### src/rtl/wbuf_weight_loader.sv
// Weight-SRAM reader that streams a block of weights round-robin into the
// per-column WBUFs, with a one-entry skid buffer and sparsity counters.
module wbuf_weight_loader #(
    parameter int ARRAY_SIZE = 4,
    parameter int DATA_W     = 32,
    parameter int ADDR_W     = 10,
    parameter int CNT_W      = 16
) (
    input  logic                  clk,
    input  logic                  nRST,
    input  logic                  start,
    input  logic [ADDR_W-1:0]     base_addr,
    input  logic [CNT_W-1:0]      num_words,
    input  logic                  hold,
    output logic                  mem_rd_en,
    output logic [ADDR_W-1:0]     mem_addr,
    input  logic [DATA_W-1:0]     mem_rd_data,
    output logic                  WBUF_wr_en,
    output logic [DATA_W-1:0]     WBUF_data_in,
    output logic [ARRAY_SIZE-1:0] wbuf_sel,
    output logic                  busy,
    output logic                  done,
    output logic [CNT_W-1:0]      nz_count,
    output logic [CNT_W-1:0]      zero_count
);

    localparam int LW = (ARRAY_SIZE > 1) ? $clog2(ARRAY_SIZE) : 1;

    localparam logic [1:0] S_IDLE  = 2'd0;
    localparam logic [1:0] S_ISSUE = 2'd1;
    localparam logic [1:0] S_DRAIN = 2'd2;
    localparam logic [1:0] S_DONE  = 2'd3;

    logic [1:0]            r_state;
    logic [ADDR_W-1:0]     r_addr;
    logic [CNT_W-1:0]      r_remain;
    logic [CNT_W-1:0]      r_left;
    logic                  r_rd_pend;
    logic                  r_skid_vld;
    logic [DATA_W-1:0]     r_skid_data;
    logic                  r_out_en;
    logic [DATA_W-1:0]     r_out_data;
    logic [ARRAY_SIZE-1:0] r_sel;
    logic [LW-1:0]         r_lane;
    logic [CNT_W-1:0]      r_nz;
    logic [CNT_W-1:0]      r_zero;

    logic                  w_issue;
    logic                  w_active;
    logic                  w_emit;
    logic [DATA_W-1:0]     w_emit_data;
    logic                  w_emit_zero;
    logic [LW-1:0]         w_lane_nxt;
    logic [ARRAY_SIZE-1:0] w_sel_oh;

    assign w_active    = (r_state == S_ISSUE) || (r_state == S_DRAIN);
    assign w_issue     = (r_state == S_ISSUE) && !hold;
    // A held word in the skid always leaves before fresh SRAM data.
    assign w_emit      = w_active && !hold && (r_skid_vld || r_rd_pend);
    assign w_emit_data = r_skid_vld ? r_skid_data : mem_rd_data;
    assign w_emit_zero = (w_emit_data == '0);
    assign w_lane_nxt  = (r_lane == LW'(ARRAY_SIZE - 1)) ? '0 : r_lane + LW'(1);
    assign w_sel_oh    = ARRAY_SIZE'(1) << r_lane;

    assign mem_rd_en    = w_issue;
    assign mem_addr     = w_issue ? r_addr : '0;
    assign WBUF_wr_en   = r_out_en;
    assign WBUF_data_in = r_out_data;
    assign wbuf_sel     = r_sel;
    assign busy         = w_active;
    assign done         = (r_state == S_DONE);
    assign nz_count     = r_nz;
    assign zero_count   = r_zero;

    always_ff @(posedge clk or negedge nRST) begin
        if (!nRST) begin
            r_state  <= S_IDLE;
            r_addr   <= '0;
            r_remain <= '0;
        end else begin
            unique case (r_state)
                S_IDLE: begin
                    if (start) begin
                        if (num_words != '0) begin
                            r_addr   <= base_addr;
                            r_remain <= num_words;
                            r_state  <= S_ISSUE;
                        end else begin
                            r_state <= S_DONE;
                        end
                    end
                end
                S_ISSUE: begin
                    if (!hold) begin
                        r_addr   <= r_addr + ADDR_W'(1);
                        r_remain <= r_remain - CNT_W'(1);
                        if (r_remain == CNT_W'(1)) begin
                            r_state <= S_DRAIN;
                        end
                    end
                end
                S_DRAIN: begin
                    if (r_left == '0 && !r_skid_vld && !r_rd_pend) begin
                        r_state <= S_DONE;
                    end
                end
                default: r_state <= S_IDLE;
            endcase
        end
    end

    always_ff @(posedge clk or negedge nRST) begin
        if (!nRST) begin
            r_rd_pend   <= 1'b0;
            r_skid_vld  <= 1'b0;
            r_skid_data <= '0;
        end else begin
            r_rd_pend <= w_issue;
            if (hold) begin
                if (r_rd_pend) begin
                    r_skid_vld  <= 1'b1;
                    r_skid_data <= mem_rd_data;
                end
            end else if (r_skid_vld) begin
                if (r_rd_pend) begin
                    r_skid_data <= mem_rd_data;
                end else begin
                    r_skid_vld <= 1'b0;
                end
            end
        end
    end

    always_ff @(posedge clk or negedge nRST) begin
        if (!nRST) begin
            r_out_en   <= 1'b0;
            r_out_data <= '0;
            r_sel      <= '0;
            r_lane     <= '0;
            r_left     <= '0;
            r_nz       <= '0;
            r_zero     <= '0;
        end else if (r_state == S_IDLE) begin
            r_out_en <= 1'b0;
            r_sel    <= '0;
            if (start && num_words != '0) begin
                r_lane <= '0;
                r_left <= num_words;
                r_nz   <= '0;
                r_zero <= '0;
            end
        end else if (w_emit) begin
            r_out_en   <= 1'b1;
            r_out_data <= w_emit_data;
            r_sel      <= w_sel_oh;
            r_lane     <= w_lane_nxt;
            r_left     <= r_left - CNT_W'(1);
            if (w_emit_zero) begin
                if (r_zero != '1) r_zero <= r_zero + CNT_W'(1);
            end else begin
                if (r_nz != '1) r_nz <= r_nz + CNT_W'(1);
            end
        end else begin
            r_out_en <= 1'b0;
            r_sel    <= '0;
        end
    end

endmodule

### config.mk
export PLATFORM = sky130hd
export DESIGN_NAME = wbuf_weight_loader
export DESIGN_NICKNAME = d
export VERILOG_FILES = /design/src/rtl/wbuf_weight_loader.sv
export SDC_FILE = /design/constraint.sdc
export NUM_CORES = 1
export LEC_CHECK = 0
export CORE_ASPECT_RATIO = 0.75
export CORE_MARGIN = 2
export CORE_UTILIZATION = 50
export DETAILED_ROUTE_END_ITERATION = 7
export PLACE_DENSITY = 0.72
export SLEW_MARGIN = 20
export SYNTH_ARGS = -nofsm -noshare
export SYNTH_HDL_FRONTEND = slang
export SYNTH_SLANG_ARGS = --single-unit
### constraint.sdc
create_clock -name clk -period 4.44 [get_ports clk]
set_clock_uncertainty 0.15 [all_clocks]
set_input_delay 0.888 -clock clk [delete_from_list [all_inputs] [get_ports clk]]
set_output_delay 0.888 -clock clk [all_outputs]
set_load 0.1 [all_outputs]
* Word level (Yosys, flattened, before mapping)
Index checks and enable logic that the tools add are counted.
** Storage, ports and cells
- Register bits :: 149
- Input bits :: 62
- Word-level logic and storage cells :: 106
** Cells by class
- $add $sub $neg :: 6
- Equal/unequal tests :: 15
- Shift operators :: 1
- Multiplexer cells :: 43
- Bitwise operators :: 1
- Reductions and logical operators :: 27
** Operators by type and width (number)
- 16-bit two-way mux :: 15
- 32-bit two-way mux :: 4
- 10-bit two-way mux :: 4
- 16-bit by 1-bit adder with 16-bit output (second input constant) :: 2
- 32-bit logical NOT :: 1
- 16-bit inequality test (second input constant) :: 2
- 16-bit case mux with 2 select lines :: 1
- 16-bit by 1-bit subtractor with 16-bit output (second input constant) :: 2
- 10-bit case mux with 2 select lines :: 1
- 2-bit two-way mux :: 9
- 16-bit by 1-bit == test with 1-bit output (second input constant) :: 1
- 16-bit logical NOT :: 1
- 4-bit AND reduction :: 4
- 16-bit nonzero test :: 1
- 2-bit nonzero test :: 6
- 10-bit by 1-bit adder with 10-bit output (second input constant) :: 1
- 2-bit by 1-bit inequality test with 1-bit output (second input constant) :: 5
- 4-bit two-way mux :: 2
- 2-bit == test (second input constant) :: 3
- 1-bit logical AND :: 6
- 1-bit two-way mux :: 6
- 2-bit inequality test (second input constant) :: 3
- 2-bit case mux with 3 select lines :: 1
- 2-bit AND reduction :: 2
- 7 further kinds :: 10

* Logic depth before layout (Yosys ltp)
Gate-level depths: netlist (run 1).
- Word-level depth :: 6
- Depth in mapped cells :: 11
- Mapped depth without buffers :: 9

* Worst setup path after synthesis (run 1)
No wires, ideal clock.
- Path type :: input to output
- Start :: input port hold
- End :: output port mem_addr[1]
- Data arrival time :: 3224 ps
- Slack :: 178 ps
- Stages on the path :: 4
- Path buffers :: 2
- Cells stage by stage :: clkbuf_1 -> nor2_1 -> clkbuf_1 -> and2_1
** Between the ends
- Word-level cells in the longest chain between the ends :: 3
** Ends and longest elaborated chain
- start: declaration :: line 14 : input logic hold,
- 1-bit logical NOT
- 1-bit logical AND :: line 57 : assign w_issue = (r_state == S_ISSUE) && !hold;
- via mem_rd_en :: line 15 : output logic mem_rd_en,
- 10-bit two-way mux :: line 66 : assign mem_addr = w_issue ? r_addr : '0;
- end: declaration :: line 16 : output logic [ADDR_W-1:0] mem_addr,
The timed path passes the listed nets, and every way through them passes these cells.

* Final worst setup path (run 1)
- Start :: register r_state[1]
- End :: output port mem_addr[3]
** Between the ends
- Word-level cells in the longest chain between the ends :: 3
** Ends and longest elaborated chain
- start: declaration :: line 34 : logic [1:0] r_state;
- start signal: assignment :: line 77 : r_state <= S_IDLE;
- start signal: assignment :: line 87 : r_state <= S_ISSUE;
- start signal: assignment :: line 89 : r_state <= S_DONE;
- 2-bit by 1-bit == test with 1-bit output :: line 57
- 1-bit logical AND :: line 57
- 10-bit two-way mux :: line 66
Every way passes these cells.

==> results of run 1 <==
[tightest hold or removal path: cells and delay by family (launching register included)]
family,cells,cell delay [ns]
AOI/OAI and AO/OA,1,0.05
DFF,1,0.34
and+or+nand+nor,1,0.04
[layout make-up]
type | instances | area share, %
clock buffer | 17 | 4.027
timing repair buffer | 157 | 15.96
inverter | 22 | 0.7818
clock inverter | 15 | 1.398
multi-input combinational | 655 | 40.04
sequential | 149 | 35.31
tap | 210 | 2.488
[metal layers]
layer / vias to the layer above / GRT usage (%)
li1: 3521 / -
met1: 3585 / 40.81
met2: 286 / 38.38
met3: 22 / 6.069
met4: 0 / 5.919
met5: - / 0
[per-stage QoR]
stage / hold slack, ns / instance area [µm²] / power [W] / instances / setup WS [ns]
floorplan: 0.2908 / 8249 / 0.005281 / 877 / 0.1785
global placement: 0.3071 / 9990 / 0.006322 / 1193 / 0.6425
detailed placement: 0.3191 / 9990 / 0.006376 / 1193 / 0.5766
CTS: 0.3334 / 10560 / 0.007819 / 1225 / 0.8563
global route: 0.3522 / 10560 / 0.008241 / 1225 / 0.6342
finish: 0.3247 / 10560 / 0.007809 / 1225 / 0.8481
[cell usage in the layout, fill, tap and decap left out, types with 28 or more instances in the layout]
| master | netlist | layout |
|---|---|---|
| clkdlybuf4s50_1 | 0 | 131 |
| dfrtp_1 | 149 | 148 |
| mux2_2 | 32 | 32 |
| mux2i_1 | 43 | 43 |
| nand2_1 | 116 | 116 |
| nand3_1 | 29 | 28 |
| nor2_1 | 53 | 53 |
| nor3_1 | 30 | 30 |
| nor4_1 | 35 | 35 |
| o21ai_0 | 75 | 75 |
[power groups by stage]
stage	combinational, W	clock, W	sequential [W]
3_3_place_gp	0.00398	0	0.00234
6_report	0.00404	0.00141	0.00236
5_1_grt	0.00432	0.00149	0.00243
3_5_place_dp	0.00402	0	0.00235
2_1_floorplan	0.00190	0	0.00338
4_1_cts	0.00404	0.00143	0.00234
[kinds of logic (layout without fill, tap and decap cells)]
family                   count (synthesis)  in the layout  share of synthesized area, %
flip-flops                             149            149                         45.20
multiplexers                            76             76                         9.722
AO/OA/AOI/OAI                          198            198                         16.31
buffers and inverters                   73            211                         3.670
adder cells (fa/ha/maj)                 16             16                         2.396
XOR/XNOR                                 1              1                        0.1062
AND/OR/NAND/NOR                        364            364                         22.60
[state kept, by name, indices dropped and copies added, names as in the netlist, 2 cells and up]
name / flops
r_skid_data: 32
wbuf_sel: 4
WBUF_data_in: 32
zero_count: 16
r_remain: 16
r_state: 2
r_addr: 10
r_left: 16
nz_count: 16
r_lane: 2
[final timing paths]
check / endpoint / cells past startpoint
hold / removal: WBUF_data_in[26]$_DFFE_PN0P_ / 2
setup reg to reg: zero_count[14]$_DFFE_PN0P_ / 11
min in group asynchronous: wbuf_sel[1]$_DFF_PN0_ / 1
hold reg to reg: WBUF_data_in[26]$_DFFE_PN0P_ / 2
setup / recovery: mem_addr[3] / 8
max in group asynchronous: WBUF_data_in[5]$_DFFE_PN0P_ / 2
==> metrics, run 1 <==
status finished, final reports clean; top cells by area, synth dfrtp_1 (45%), nand2_1 (5.3%), mux2i_1 (5.2%); Syn. warnings 0; Post-synth top cells dfrtp_1 (149), nand2_1 (116), o21ai_0 (75); Post-synth EDFFs 0; FMAX 278.4 MHz; maximum VDD drop approximately 0.53 mV; Hold Startpoint WBUF_data_in[26]$_DFFE_PN0P_; Initial Util 51.35%; register area share after synthesis 45.20%; Seq pwr share 30.2%; drt pass-1 iters 6; first-pass GRT wire length roughly 37000 µm; vias per cell just over 6; fin crit period 3.592 ns; CP bufs+invs 5; setup TNS 0 ns; critical path peak fanout 24; initial antenna violation count 0; num ports about 140; final hold violations 0; Sink Count between 100 and 150; final design utilization between 60% and 70%; element type at the critical path end primary output; Max stage delay on crit path around 0.44 ns; top sig layer met4; Crit path max-delay family buffers and inverters; CTS HTree Levels 4; ant diodes 0; Vias 7414; CP Launch Point r_state[1]$_DFFE_PN0P_; Final #Nets 1079; PD cells 739.3 nW/µm²; Die X 152.3 µm; largest area contributor in the netlist dfrtp_1; die height 115.2 µm; routed wl met2 9905 µm; M1 wire length 11080 µm; Mapped Cells 877; Synth top area share 45.20%; Slew Viols, Final 0; dpl hpwl 15400 µm; synth unique cells 71; DRC viols 0; Filler Cell Count 1316; GP Congestion 0.8842; CP startpoint kind register; Internal Power 0.003889 W; Area growth syn-to-layout 28.04%; clock edge transition at the registers on the reported setup and hold paths 0.07 ns; Tcrit/Tclk final 80.90%; Max clock buf depth 2; largest net degree at the start of global routing between 80 and 90; Min-Delay Path Class reg2reg; Worst-Margin Slew 1.020 ns; max cap viols 0; Worst EP arrival 2.55 ns; RSZ-0062 raised after global routing false; CTS tree built; Clock Latency Late Sink 0.43 ns; remaining antenna violation count after routing 0; Resized cells post-CTS 0; syn_nets 954; wirelength, routed 22860 µm; final setup vio count 0; CTS Buf Count 17; setup repair bufs after CTS 0; Post-CTS Hold Fix Bufs 0; Synth Register Bits 149; vias in the first global route 6927; power share of the clock group 18.1%; WL/cell 18.66 µm; multi-input logic area around 4200 µm²; GRT Util Overall 26.61%; flop2flop setup slack 1.22 ns; Initial DRC Count around 730; total global routing overflow 0; die area 17550 µm²; Most used DFF post-synth dfrtp_1; cell area after synthesis 8249 µm²; CTS root buf clkbuf_16; met3 wire length roughly 1600 µm; Leakage 4.379 nW; Avg Synthesized Cell Area 9.406 µm²; CP Cell Sequence inv_1, ha_1, buf_4, clkinv_1, nor2_1, buf_4, and2_1, buf_12; Sw Pwr 0.003919 W; async set-or-reset flop fraction in the synthesized netlist 100.0%; Storage cell area 3730 µm²; row cnt 40; Max-slew headroom between 30% and 40%; most frequent cell after synthesis dfrtp_1; layout cells sized above 1 11.13%; switching share of power 50.19%; crit path kind reg2out; Core ar. 16070 µm²; slowest stage cell, crit path dfrtp_1; port bufs 143; r2r startpoint r_state[0]$_DFFE_PN0P_; Critical Path RT 3.40 ns; Most common cell on crit path buf_4; Gate power share 51.8%
(Power assumes the default switching activity.)
==> run 2, diff against run 1 <==
Settings changed: CORE_UTILIZATION 50 to 48, PLACE_DENSITY 0.72 to 0.73.
Clock period 4.44 ns to 2.95 ns, I/O delays scaled along.
==> run 2 against run 1 <==
Sequential power is 48% higher. Combinational power increased by 59%. Highest routed layer unchanged. Hold slack improved by 0.0016 ns. Routed wire length is 3.1% higher. Clock power is 72% higher. Setup slack worse by 0.76 ns. Critical endpoint is now r_remain[8]$_DFFE_PN0P_. Total power up 58%.
==> metrics, run 2 (synthesis gave the netlist of run 1 again) <==
status finished, final reports clean; dpl hpwl 16780 µm; CTS root buf clkbuf_16; CP startpoint kind input pin; maximum VDD drop 0.8252 mV; row cnt 41; DRC viols 0; Worst-Margin Slew between 0.9 and 1 ns; num ports 144; CTS tree built; max cap viols 0; Tcrit/Tclk final 97.03%; commonest non-fill, non-tap cell in the layout buf_4; GRT Util Overall 26.43%; hold path cells 2; vias in the first global route between 7000 and 8000; Min-Delay Path Class reg2reg; die area 18260 µm²; worst reg2reg path depth 7; crit path kind in2reg; ant diodes 0; Core ar. 16830 µm²; die height around 120 µm; drt pass-1 iters 5; layout cells sized above 1 25.81%; port bufs 143; Vias 7785; Final #Nets ~1200; element type at the critical path end register; Max clock buf depth 2; CTS Buf Count 17; r2r endpoint r_state[1]$_DFFE_PN0P_; Initial DRC Count between 700 and 800; Die X between 150 and 200 µm; Area growth syn-to-layout 36.24%; Worst EP arrival 3.02 ns; Clock Latency Late Sink between 0.4 and 0.5 ns; final hold violations 0; PD cells 1097 nW/µm²; r2r startpoint r_left[0]$_DFFE_PN0P_; fin crit period 2.862 ns; CTS HTree Levels 4; FMAX 349.4 MHz; remaining antenna violation count after routing 0; Sink Count 149; Leakage approximately 5 nW; setup TNS 0 ns; Worst Hold End r_left[12]$_DFFE_PN0P_; first-pass GRT wire length between 30000 and 40000 µm; vias per cell 5.884; GP Congestion 0.8841; wirelength, routed 23560 µm; flop2flop setup slack about 0.19 ns; initial antenna violation count 0; critical path peak fanout 5; Critical Path RT about 3.1 ns; total global routing overflow 0; largest net degree at the start of global routing 65; final design utilization 66.79%; clock edge transition at the registers on the reported setup and hold paths ~0.060 ns; Hold Startpoint r_left[12]$_DFFE_PN0P_; RSZ-0062 raised after global routing false; WL/cell 17.81 µm; final setup vio count 0; Slew Viols, Final 0; most frequent cells in the layout buf_4 (171), dfrtp_1 (148), nand2_1 (116); Max-slew headroom 39.77%; Initial Util 49.03%
## run 2: stage by stage
stage                     setup slack (ns)  power (W)  cells  hold slack, ns  area (µm²)
final                              0.08760    0.01233   1323          0.3263       11240
after global routing               0.03471    0.01303   1323          0.3526       11240
after CTS                          0.06681    0.01235   1323          0.3290       11220
after detailed placement           -0.3055   0.009875   1290          0.3150       10560
after global placement             -0.2740   0.009752   1290          0.3077       10560
after floorplan                    0.02733   0.007956    877          0.1444        8263
## run 2: layout make-up
type	instances	area (µm²)
Multi-Input combinational cell	655	4258
Timing Repair Buffer	250	2246
Inverter	22	82.58
Clock inverter	14	224.0
Tap cell	215	269.0
Clock buffer	18	429.2
Sequential cell	149	3730
Fill cell	1363	5588
## run 2: how the worst max path moves through the flow
stage	startpoint	to	slack (ns)	cells past startpoint
floorplan	r_state[0]$_DFFE_PN0P_	zero_count[12]$_DFFE_PN0P_	0.03	8
global placement	mem_rd_data[7]	zero_count[11]$_DFFE_PN0P_	-0.27	8
detailed placement	num_words[7]	r_remain[4]$_DFFE_PN0P_	-0.31	8
CTS	mem_rd_data[7]	zero_count[13]$_DFFE_PN0P_	0.07	9
global route	mem_rd_data[7]	zero_count[13]$_DFFE_PN0P_	0.03	9
finish	num_words[7]	r_remain[8]$_DFFE_PN0P_	0.09	6
## run 2: report_power, final
part / leakage, nW / switching, W / internal (W)
Clock: 0.309 / 0.000918 / 0.00151
Combinational: 2.82 / 0.00431 / 0.00210
Sequential: 1.85 / 0.000685 / 0.00281
## run 2: critical path: stages
cell,delay [ns]
clkdlybuf4s50_1,0.44
or4_4,0.60
o41ai_4,0.52
a21boi_0,0.37
and3_1,0.25
a221o_1,0.25
## run 2: per-layer routing
| layer | up-vias | routed length, µm | GRT usage [%] |
|---|---|---|---|
| li1 | 3715 | - | - |
| met1 | 3781 | 11560 | 40.51 |
| met2 | 259 | 10130 | 37.89 |
| met3 | 30 | 1587 | 5.707 |
| met4 | 0 | 287 | 6.709 |
| met5 | - | 0 | 0 |
## run 2: timing repair
item                                   in CTS  in global routing
endpoints found under the hold margin      43                  0
hold buffers                                1                  0
buffers inserted                            0                  0
setup endpoints to repair                   0                  2
resized for setup                           0                  3
==> edit 1: new RTL, config.mk and constraints of run 1 <==
Reset style: synchronous (`nRST`), changed in 3 clocked blocks.
--- a/src/rtl/wbuf_weight_loader.sv
+++ b/src/rtl/wbuf_weight_loader.sv
@@ -72,7 +72,7 @@
     assign nz_count     = r_nz;
     assign zero_count   = r_zero;
 
-    always_ff @(posedge clk or negedge nRST) begin
+    always_ff @(posedge clk) begin
         if (!nRST) begin
             r_state  <= S_IDLE;
             r_addr   <= '0;
@@ -109,7 +109,7 @@
         end
     end
 
-    always_ff @(posedge clk or negedge nRST) begin
+    always_ff @(posedge clk) begin
         if (!nRST) begin
             r_rd_pend   <= 1'b0;
             r_skid_vld  <= 1'b0;
@@ -131,7 +131,7 @@
         end
     end
 
-    always_ff @(posedge clk or negedge nRST) begin
+    always_ff @(posedge clk) begin
         if (!nRST) begin
             r_out_en   <= 1'b0;
             r_out_data <= '0;
Function: differs if nRST is asserted again (counterexample within 4 cycles, from zero or initial values and one cycle with nRST low); with nRST held inactive, the same outputs for 4 cycles.
==> edit 1 against run 1 <==
  * Design area down 7.5%
  * Via count down 0.78%
  * Wire length down 8.1%
  * Sequential cell count unchanged
  * Area after synthesis down 9.3%
  * Largest power group unchanged
  * Setup slack better by 0.10 ns
  * Hold slack worse by 0.0031 ns
  * Power down 32%
  * Sequential power down 26%
  * Register-to-register slack better by 0.08 ns
  * Critical path depth down 3
==> edit 1: results (changes against run 1) <==
[final_layout]
finalNetCount = 1119  ; was 1079
diodes = 0  ; unchanged
num-fill-cells = 1256  ; was 1316
fin_cells = 1259  ; was 1225
drive_gt1_frac = 0.0907  ; was 0.111

[placed_design]
gp_congestion = 0.878  ; was 0.884
place_inst = 1227  ; was 1193
post-place-ws_ns = 0.595  ; was 0.577 ns
place_area_um2 = 9160  ; was 9990 µm²
portBuffers = 143  ; unchanged
hpwl_um = 14300  ; was 15400 µm

[setup_path]
worst-r2r-setup-slack_ns = 1.30  ; was 1.22 ns
reg2reg_from = r_state[0]$_SDFFE_PN0P_  ; was r_state[0]$_DFFE_PN0P_
reg2reg_depth = 8  ; was 11
slowest_delay_ns = 0.52  ; was 0.44 ns
worstPathArrival_ns = 2.45  ; was 2.55 ns
cp_max_fo = 10  ; was 24
startpoint = hold  ; was r_state[1]$_DFFE_PN0P_
r2r-end = nz_count[5]$_SDFFE_PN0P_  ; was zero_count[14]$_DFFE_PN0P_
crit_slowest_cell = nor2_1  ; was dfrtp_1
crit_end = mem_addr[1]  ; was mem_addr[3]

[timing]
relSlewSlack = 0.307  ; was 0.314
max_freq_mhz = 287  ; was 278 MHz
whs_ns = 0.322  ; was 0.325 ns

[clock_network]
cts_made_buffers = 17  ; unchanged
clk_latency_ns = 0.42
clkTransAtPathRegs_ns = 0.06
cts_buffer_depth = 2  ; unchanged
cts_setup_buffers = 0  ; unchanged
post_cts_resize_count = 0  ; unchanged
clockRootBuffer = clkbuf_16  ; unchanged
htree_levels = 4  ; unchanged

[synthesis]
synthTopCellsByCount = dfxtp_1, nand2_1, nor2_1, a21oi_1, mux2i_1  ; was dfrtp_1, nand2_1, o21ai_0, nor2_1, mux2i_1
seq_area_frac_synth = 0.399  ; was 0.452
ys_types = 72  ; was 71
syn_nets = 995  ; was 954
synth.area.top_cells = dfxtp_1, nand2_1, mux2i_1  ; was dfrtp_1, nand2_1, mux2i_1
avgSynthCellArea_um2 = 8.12  ; was 9.41 µm²
synth-edff-count = 0  ; unchanged
async_flop_share = 0  ; was 1.00
ys.warnings.count = 0  ; unchanged

[route]
firstDrtPassIters = 5  ; was 6
drtIter0Drc = 678  ; was 726
wl_per_cell_um = 16.7  ; was 18.7 µm
dr_total_vias = 7356  ; was 7414

[power]
power.leakage_nw = 3.31  ; was 4.38 nW
p_int_mw = 3.14  ; was 3.89 mW
peakVddDrop_v = 0.000324  ; was 0.000531 V

[hold_path]
whs_path_depth = 2  ; unchanged
hold_class = reg2reg  ; unchanged
whs_endpoint = r_remain[1]$_SDFFE_PN0P_  ; was WBUF_data_in[26]$_DFFE_PN0P_
hold_start = r_remain[1]$_SDFFE_PN0P_  ; was WBUF_data_in[26]$_DFFE_PN0P_

[global_route]
grt_usage = 0.261  ; was 0.266
grt_max_degree = 70  ; was 88
grt_pass1_wl_um = 33800  ; was 37400 µm
grt_pass1_vias = 6667  ; was 6927
antenna_found_initial = 0  ; unchanged

[status]
status = finished clean  ; unchanged

## edit 1: worst max-delay path: cells and delay by family
| family | cells | cell delay (ns) |
|---|---|---|
| buf+inv | 3 | 0.76 |
| simple gates | 2 | 0.79 |
## edit 1: logic make-up after synthesis
| family | after synthesis | share of synthesized area |
|---|---|---|
| xor gates and xnor gates | 5 | 0.00585 |
| and+or+nand+nor | 380 | 0.246 |
| AOI/OAI and AO/OA | 250 | 0.225 |
| buffers and inverters | 84 | 0.0485 |
| DFF | 149 | 0.399 |
| muxes | 43 | 0.0575 |
| adders and majority gates | 11 | 0.0184 |
## edit 1: power by group through the flow
stage | logic, mW | clock network, mW | registers, mW
3_5_place_dp | 2.04 | 0 | 1.77
6_report | 2.07 | 1.51 | 1.75
2_1_floorplan | 1.53 | 0 | 1.77
5_1_grt | 2.29 | 1.58 | 1.78
4_1_cts | 2.06 | 1.52 | 1.74
3_3_place_gp | 2.02 | 0 | 1.76
## edit 1: layout make-up
type | instances | area [µm²] | share of cell area
clock buffer | 17 | 425 | 0.0436
clock inverter | 15 | 181 | 0.0186
inverter | 25 | 95.1 | 0.00974
multi-input combinational | 689 | 4140 | 0.424
sequential | 149 | 2980 | 0.306
tap | 200 | 250 | 0.0256
timing repair buffer | 164 | 1690 | 0.173
## edit 1: per-layer routing
metal,wire length [µm],GRT usage,vias up
met4,333,0.0861,0
met1,9990,0.361,3444
li1,-,-,3635
met2,9120,0.392,245
met5,0,0,-
met3,1570,0.0747,32
==> edit 2: new RTL, settings of run 1 <==
Made on the original files. Set the parameter `ADDR_W` to 9 (it was 10).
--- a/src/rtl/wbuf_weight_loader.sv
+++ b/src/rtl/wbuf_weight_loader.sv
@@ -3,7 +3,7 @@
 module wbuf_weight_loader #(
     parameter int ARRAY_SIZE = 4,
     parameter int DATA_W     = 32,
-    parameter int ADDR_W     = 10,
+    parameter int ADDR_W     = 9,
     parameter int CNT_W      = 16
 ) (
     input  logic                  clk,
Interface: changed (resized base_addr and mem_addr); port bits go from 144 to 142. No check against the original RTL was run, so the function may have changed too.
==> edit 2 against run 1 <==
  * Wire length up 0.80%
  * Critical path depth down 4
  * Setup slack gained 0.034 ns
  * Sequential power is 4% higher
  * Sequential cell count is 1 lower
  * Die area barely moved
  * Register-to-register slack better by 0.21 ns
  * Hold slack better by 0.0011 ns
  * Area after synthesis about the same
  * Count of clock-buffer cells in the layout grew 2
  * Critical path type is now in2out
  * Largest cell class unchanged
  * Power increased by 3.5%
  * Design area is 0.33% lower
  * Global-route usage rose by 0.30 points
==> edit 2: results (changes against run 1) <==
[status]
status = finished clean  ; unchanged

[power]
power.leakage_nw = 4.36  ; was 4.38 nW
p_int_mw = 4.03  ; was 3.89 mW
peakVddDrop_v = 0.000535  ; was 0.000531 V

[placed_design]
hpwl_um = 15900  ; was 15400 µm
portBuffers = 141  ; was 143
gp_congestion = 0.906  ; was 0.884

[synthesis]
synth.area.top_cells = dfrtp_1, mux2_2, mux2i_1  ; was dfrtp_1, nand2_1, mux2i_1
seq_area_frac_synth = 0.449  ; was 0.452
async_flop_share = 1.00  ; unchanged
ys_types = 69  ; was 71
syn_nets = 974  ; was 954
synthTopCellsByCount = dfrtp_1, nand2_1, nor2_1, o21ai_0, nand3_1  ; was dfrtp_1, nand2_1, o21ai_0, nor2_1, mux2i_1

[route]
dr_total_vias = 7515  ; was 7414
firstDrtPassIters = 5  ; was 6
wl_per_cell_um = 18.6  ; was 18.7 µm
drtIter0Drc = 622  ; was 726

[setup_path]
crit_slowest_cell = nor2_1  ; was dfrtp_1
cp_max_fo = 11  ; was 24
slowest_delay_ns = 0.59  ; was 0.44 ns
worstPathArrival_ns = 2.52  ; was 2.55 ns

[global_route]
grt_usage = 0.269  ; was 0.266
grt_pass1_vias = 7113  ; was 6927
grt_max_degree = 94  ; was 88
grt_pass1_wl_um = 37800  ; was 37400 µm

[final_layout]
num-fill-cells = 1335  ; was 1316
finalNetCount = 1096  ; was 1079
drive_gt1_frac = 0.109  ; was 0.111

[clock_network]
cts_setup_buffers = 0  ; unchanged
clockRootBuffer = clkbuf_16  ; unchanged

[timing]
tightest_slew_ns = 1.05  ; was 1.02 ns

## edit 2: worst max-delay path: cells and delay by family
kind | cells | cell delay, ns
and+or+nand+nor | 2 | 0.88
buffers and inverters | 2 | 0.75
## edit 2: power groups by stage
stage	Clock, mW	Sequential (mW)	Combinational, mW
global route	1.50	2.55	4.50
finish	1.42	2.46	4.21
floorplan	0	3.56	1.93
detailed placement	0	2.46	4.18
CTS	1.43	2.45	4.20
global placement	0	2.45	4.14
## edit 2: cells by family after synthesis
family	Yosys count	synth area share
compound gates	201	0.166
xor+xnor	2	0.00212
fa+ha+maj	14	0.0212
buf+inv	84	0.0397
flops	148	0.449
mux	74	0.0951
simple gates	376	0.227
## edit 2: final timing paths
check,from,to,slack (ns),cells past startpoint
worst max-delay path,hold,mem_addr[1],0.88,4
worst min-delay path,WBUF_data_in[6]$_DFFE_PN0P_,WBUF_data_in[6]$_DFFE_PN0P_,0.33,2
worst max register to register,r_state[0]$_DFFE_PN0P_,r_remain[9]$_DFFE_PN0P_,1.43,9
worst min register to register,WBUF_data_in[6]$_DFFE_PN0P_,WBUF_data_in[6]$_DFFE_PN0P_,0.33,2
max in group asynchronous,nRST,r_skid_data[14]$_DFFE_PN0P_,2.77,2
min in group asynchronous,nRST,nz_count[11]$_DFFE_PN0P_,0.39,1
## edit 2: layout make-up
cell class | instances | share of cell area
clock buffers | 19 | 0.0421
clock inverters | 11 | 0.0121
inverters | 30 | 0.0107
multi-input cells | 667 | 0.403
flip-flops and latches | 148 | 0.352
well taps | 210 | 0.0250
repair buffers | 157 | 0.155
## edit 2: routing by layer
| layer | GRT usage | wire length (µm) | share of wire |
|---|---|---|---|
| met2 | 0.408 | 10100 | 0.44 |
| met1 | 0.391 | 10900 | 0.47 |
| met3 | 0.0656 | 1710 | 0.074 |
| met4 | 0.0685 | 300 | 0.013 |
| met5 | 0 | 0 | 0 |
## edit 2: metrics by stage
stage / std cells / worst slack [ns] / utilization / area [µm²]
5_1_grt: 1242 / 0.741 / 0.655 / 10500
2_1_floorplan: 899 / 0.143 / - / 8250
6_report: 1242 / 0.882 / 0.655 / 10500
3_3_place_gp: 1212 / 0.649 / 0.620 / 9960
3_5_place_dp: 1212 / 0.612 / 0.620 / 9960
4_1_cts: 1242 / 0.849 / 0.655 / 10500
